## src/rtl/fir_tap_window.sv

```systemverilog
// Sliding 4-sample delay line feeding a 4-tap FIR parallel input, with priming and decimation.
// Latency: window registered on m_window/m_valid one cycle after the accepting edge.
// Backpressure: s_ready drops while an unconsumed window is held; consume and accept can share an edge.
module fir_tap_window #(
  parameter int DW     = 16,
  parameter int STRIDE = 1
) (
  input  logic            clk,
  input  logic            rst_n,
  input  logic            flush,
  input  logic            s_valid,
  output logic            s_ready,
  input  logic [DW-1:0]   s_data,
  output logic            m_valid,
  input  logic            m_ready,
  output logic [4*DW-1:0] m_window,
  output logic            primed
);

  typedef enum logic {FILL, RUN} state_t;

  localparam logic [3:0] STRIDE_L = 4'(STRIDE);

  state_t          state_q, state_d;
  logic [4*DW-1:0] line_q, line_d;
  logic [4*DW-1:0] win_d;
  logic            vld_d;
  logic            primed_d;
  logic [2:0]      fill_q, fill_d;
  logic [3:0]      stride_q, stride_d, stride_inc;
  logic            accept;
  logic            emit;

  // Ready never looks at s_valid; a held window stalls every accept, emitting or not.
  assign s_ready    = !flush && (!m_valid || m_ready);
  assign accept     = s_valid && s_ready;
  assign stride_inc = stride_q + 4'd1;

  // Next-state: flush wins, otherwise consume, shift on accept and decide whether a window emits.
  always_comb begin
    state_d  = state_q;
    line_d   = line_q;
    win_d    = m_window;
    vld_d    = m_valid;
    primed_d = primed;
    fill_d   = fill_q;
    stride_d = stride_q;
    emit     = 1'b0;
    if (flush) begin
      state_d  = FILL;
      line_d   = '0;
      win_d    = '0;
      vld_d    = 1'b0;
      primed_d = 1'b0;
      fill_d   = 3'd0;
      stride_d = 4'd0;
    end else begin
      if (m_valid && m_ready) begin
        vld_d = 1'b0;
      end
      if (accept) begin
        // Newest sample lands in the low lane, oldest falls off the top.
        line_d = {line_q[3*DW-1:0], s_data};
        case (state_q)
          FILL: begin
            if (fill_q != 3'd4) begin
              fill_d = fill_q + 3'd1;
            end
            if (fill_q == 3'd3) begin
              emit     = 1'b1;
              state_d  = RUN;
              primed_d = 1'b1;
              stride_d = 4'd0;
            end
          end
          RUN: begin
            if (stride_inc == STRIDE_L) begin
              emit     = 1'b1;
              stride_d = 4'd0;
            end else begin
              stride_d = stride_inc;
            end
          end
        endcase
        if (emit) begin
          win_d = line_d;
          vld_d = 1'b1;
        end
      end
    end
  end

  // State register; async reset clears everything including a pending window.
  always_ff @(posedge clk or negedge rst_n) begin
    if (!rst_n) begin
      state_q  <= FILL;
      line_q   <= '0;
      m_window <= '0;
      m_valid  <= 1'b0;
      primed   <= 1'b0;
      fill_q   <= 3'd0;
      stride_q <= 4'd0;
    end else begin
      state_q  <= state_d;
      line_q   <= line_d;
      m_window <= win_d;
      m_valid  <= vld_d;
      primed   <= primed_d;
      fill_q   <= fill_d;
      stride_q <= stride_d;
    end
  end

endmodule

```

## config.mk

```make
export PLATFORM = sky130hd
export DESIGN_NAME = fir_tap_window
export DESIGN_NICKNAME = d
export VERILOG_FILES = /design/src/rtl/fir_tap_window.sv
export SDC_FILE = /design/constraint.sdc
export NUM_CORES = 1
export LEC_CHECK = 0
export BUFFER_PORTS_ARGS = -buffer_cell sky130_fd_sc_hd__buf_2
export CAP_MARGIN = 30
export CORE_MARGIN = 2
export CORE_UTILIZATION = 41
export CTS_CLUSTER_SIZE = 16
export DETAILED_ROUTE_END_ITERATION = 12
export HOLD_SLACK_MARGIN = 0.1
export SKIP_CTS_REPAIR_TIMING = 1
export SLEW_MARGIN = 5
export SYNTH_ARGS = -nofsm -noshare
export SYNTH_HDL_FRONTEND = slang
export SYNTH_SLANG_ARGS = --single-unit
```

## constraint.sdc

```tcl
create_clock -name clk -period 5 [get_ports clk]
set_input_delay 0.5 -clock clk [delete_from_list [all_inputs] [get_ports clk]]
set_output_delay 0.5 -clock clk [all_outputs]
set_load 0.05 [all_outputs]
```

; Word level (Yosys, flattened, before mapping)
; Cells that the tools add are included.
[word_totals]
inputBits = 21
out_inout_bits = 67
regBits = 122
[op_classes]
bitwise = 1
n_eq_ne = 5
n_mux = 30
n_addsub = 2
n_reduce_logical = 14
[ops]
columns = operator, count
row1 = 64-bit two-way mux, 3
row2 = 48-bit two-way mux, 2
row3 = 4-bit two-way mux, 4
row4 = 1-bit two-way mux, 15
row5 = 3-bit two-way mux, 4
row6 = 4-bit case mux with 2 select lines, 1
row7 = 2-bit nonzero test, 4
row8 = "3-bit != test, second input constant", 2
row9 = 3-bit AND reduction, 2
row10 = "4-bit by 1-bit adder with 4-bit output, second input constant", 1
row11 = "4-bit by 1-bit equality test with 1-bit output, second input constant", 1
row12 = 2-bit AND reduction, 2
row13 = "3-bit by 1-bit adder with 3-bit output, second input constant", 1
row14 = "3-bit by 2-bit equality test with 1-bit output, second input constant", 1
row15 = 1-bit logical AND, 3
row16 = 1-bit zero test, 2
row17 = "2-bit != test, second input constant", 1
row18 = 1-bit case mux with 2 select lines, 1
row19 = 1-bit logical OR, 1
row20 = 1-bit inverter, 1

; Longest topological paths before layout
[depth]
ltp_word = 9
depth_mapped = 8

; Worst setup path after synthesis
; No wires, ideal clock.
[synth_timing]
path_kind = in2out
start = input port flush
end = output port s_ready
arrival_ns = 1.518
setup_slack_ns = 2.982
cell_stages = 3
cell_sequence = buf_4 > clkbuf_1 > nor2_1
[synth_via]
elab_chain_cells = 2
[synth_lines]
columns = element, line_no
row1 = "start, declared", 10  ; input logic flush,
row2 = 1-bit zero test, 35  ; assign s_ready = !flush && (!m_valid || m_ready);
row3 = 1-bit logical AND, 35
row4 = "end, declared", 12  ; output logic s_ready,
; No other way between the ends.

; Worst setup path after layout
[layout_timing]
start = register stride_q[0]
end = register m_window[1]
[layout_via]
elab_chain_cells = 8
[layout_lines]
columns = element, line_no
row1 = "start, declared", 30  ; logic [3:0] stride_q, stride_d, stride_inc;
row2 = "start signal, assigned", 110  ; stride_q <= stride_d;
row3 = 4-bit by 1-bit adder with 4-bit output, 37  ; assign stride_inc = stride_q + 4'd1;
row4 = 4-bit by 1-bit equality test with 1-bit output, 77  ; if (stride_inc == STRIDE_L) begin
row5 = 1-bit two-way mux, 77
row6 = 1-bit case mux with 2 select lines, 64  ; case (state_q)
row7 = 1-bit two-way mux, 61  ; if (accept) begin
row8 = 1-bit two-way mux, 49  ; if (flush) begin
row9 = 2-bit nonzero test (no source line), -
row10 = 2-bit AND reduction (no source line), -
row11 = "end signal, assigned", 106  ; m_window <= win_d;
row12 = "end, declared", 16  ; output logic [4*DW-1:0] m_window,
; No other way between the ends. The select of a mux whose other input is x is not followed.
; A chain may end at the register's enable or synchronous reset.

==> results.yml <==
global_route:
  grt-ovfl-total: 0
  grt_pass1_vias: 3613
  grt_pass1_wl_mm: 18.35
  grt_antenna_before_repair: 0
  grt_max_degree: 99
  grt_usage_pct: 17.59
worst_setup_path:
  worst-setup-path-type: "flip-flop to flip-flop"
  cp.required_ns: 5.29
  reg2reg_slack_ns: 2.57
  cp_data_arrival_time_ns: 2.71
  endpoint_kind: "flip-flop"
  worst_path_largest_cell_delay_ns: 0.43
  cp_slowest_cell: "dfrtp_1"
  cp_cell_sequence: "ha_1, and2_1, a21oi_1, o31a_2, nor2_8, buf_12, mux2_1"
  worst-path-max-fanout: 30
  critPathLaunchType: "flip-flop"
timing:
  min_period_over_period_pct: 48.52
  fin_crit_ns: 2.426
  slew_headroom_pct: 42.64
  max_freq_mhz: 412.2
  worstMarginPinSlew_ns: 0.8604
  maxSlewViolCount: 0
  whs_ns: 0.3148
  rsz0062_at_grt: "false"
  hold_violations: 0
  setup_viol: 0
  finalSetupTns_ns: 0
  finalClockSkew_ns: 0.005898
floorplanning:
  ios: 88
  initial_core_util_pct: 42.45
  die_h_um: 116.2
  num_rows: 40
  fp.dieArea_um2: 13500
  core_um2: 12160
  die_w_um: 116.2
hold_path:
  min_path_type: "primary input to flip-flop"
layout:
  final_cell_mix: "nand2_1, dfrtp_1, buf_2, o21ai_0, mux2i_1"
  diodes: 0
  utilization_pct: 51.77
  fin_nets: 593
  drive_above_1_share_pct: 23.14
  area_delta_synth_final_pct: 21.96
  n_fill_cell: 1078
  final_common_cell: "nand2_1"
clocking:
  clk_path_buf_depth: 2
  htree_levels: 4
  cts_tree: "built"
  cts.sinks: 122
  numCtsBuffers: 17
  worstSkewPairLatency_ns: 0.41
  clockRootBuffer: "clkbuf_16"
  clkTransAtPathRegs_ns: 0.05
route:
  drtIter0Drc: 241
  antenna_left: 0
  drtPass1Iterations: 4
  route.vias.total: 3614
  routedWlPerCell_um: 14.71
  via_per_inst: 4.838
  drc_errors: 0
  wirelength_mm: 10.99
synth:
  netlist_instances: 484
  synthTopCellsByArea: "dfrtp_1, nand2_1, mux2i_1"
  synth_top_area_share_pct: 59.14
  synth_cell_types: 33
  synth_area_leader_cell: "dfrtp_1"
  yosysWarnings: 0
  syn_nets: 510
  yosysSeqAreaShare_pct: 59.14
  syn_area_per_cell_um2: 10.67
  syn-cell-area_um2: 5162
  ys_seq_elements: 122
placement:
  io_buffers: 87
  place.gp.congestion: 0.7395
  dp_hpwl_mm: 7.159
pwr:
  powerDensity_nw_per_um2: 366.0
  leakagePower_nw: 3.026
  peakVddDrop_mv: 0.1550
status:
  status: "finished, final reports clean"
run:
  maxCapViolCount: 0
final cells by class:
type | instances | area, um^2 | share of cell area [%]
clock buffer | 21 | 460.4 | 7.313
clock inverter | 10 | 100.1 | 1.590
timing repair buffer | 95 | 533.0 | 8.466
sequential | 122 | 3053 | 48.49
tap | 168 | 210.2 | 3.339
multi-input combinational | 322 | 1906 | 30.27
inverter | 9 | 33.78 | 0.5366
synth_stat cells, drive strengths merged:
cell type  count
a211oi         1
a21oi          4
a31oi          2
a32oi          1
and2           3
buf           10
clkbuf        21
dfrtp        122
ha             5
inv            9
mux2          17
mux2i         49
nand2        150
nand2b         1
nand3          1
nand3b         1
nand4          1
nor2           6
nor2b         20
nor3           1
nor3b          1
o21ai         54
o22ai          1
o311ai         1
o31a           2
cells by family after synthesis:
| family | Yosys count | share of synthesized area [%] |
|---|---|---|
| adders and majority gates | 5 | 1.212 |
| and+or+nand+nor | 185 | 15.41 |
| AOI/OAI and AO/OA | 66 | 7.053 |
| buffers and inverters | 40 | 3.975 |
| DFF | 122 | 59.14 |
| muxes | 66 | 13.21 |
per-layer routing:
metal	wire length, um	global-route usage (%)
met3	593	5.656
met4	87	5.556
met2	4942	25.11
met5	0	0
met1	5365	25.62
metrics by stage:
step / power [mW] / area [um^2] / cells / worst slack [ns]
2_1_floorplan: 1.113 / 5162 / 484 / 2.982
4_1_cts: 2.331 / 6286 / 746 / 2.560
6_report: 2.304 / 6296 / 747 / 2.574
3_5_place_dp: 1.166 / 5725 / 715 / 2.500
3_3_place_gp: 1.160 / 5678 / 713 / 2.195
5_1_grt: 2.395 / 6296 / 747 / 2.441
critical path: cells and delay by family (launching register included):
family,cells,cell delay (ns)
AOI/OAI and AO/OA,2,0.42
adders and majority gates,1,0.26
buffers and inverters,1,0.30
DFF,1,0.43
muxes,1,0.35
and+or+nand+nor,2,0.54
flip-flops by register name (all words and copies together), names as in the netlist:
name / count
primed: 1
state_q: 1
stride_q: 4
fill_q: 3
line_q: 48
m_valid: 1
m_window: 64
report_power, final:
group | leakage (nW) | switching, mW | internal [mW]
Clock | 0.286 | 0.409 | 0.748
Sequential | 1.69 | 0.0137 | 1.01
Combinational | 1.05 | 0.0875 | 0.0338
path summary, 6_finish.rpt:
| path | start | cells past startpoint | endpoint |
|---|---|---|---|
| worst min-delay path | s_data[14] | 3 | line_q[14] |
| min in group asynchronous | rst_n | 2 | line_q[41] |
| worst max register to register | stride_q[0] | 7 | m_window[1] |
| max in group asynchronous | rst_n | 4 | fill_q[0] |
| worst max-delay path | stride_q[0] | 7 | m_window[1] |
| worst min register to register | line_q[23] | 2 | line_q[39] |
Note: power is estimated with default switching activity, not from simulation.
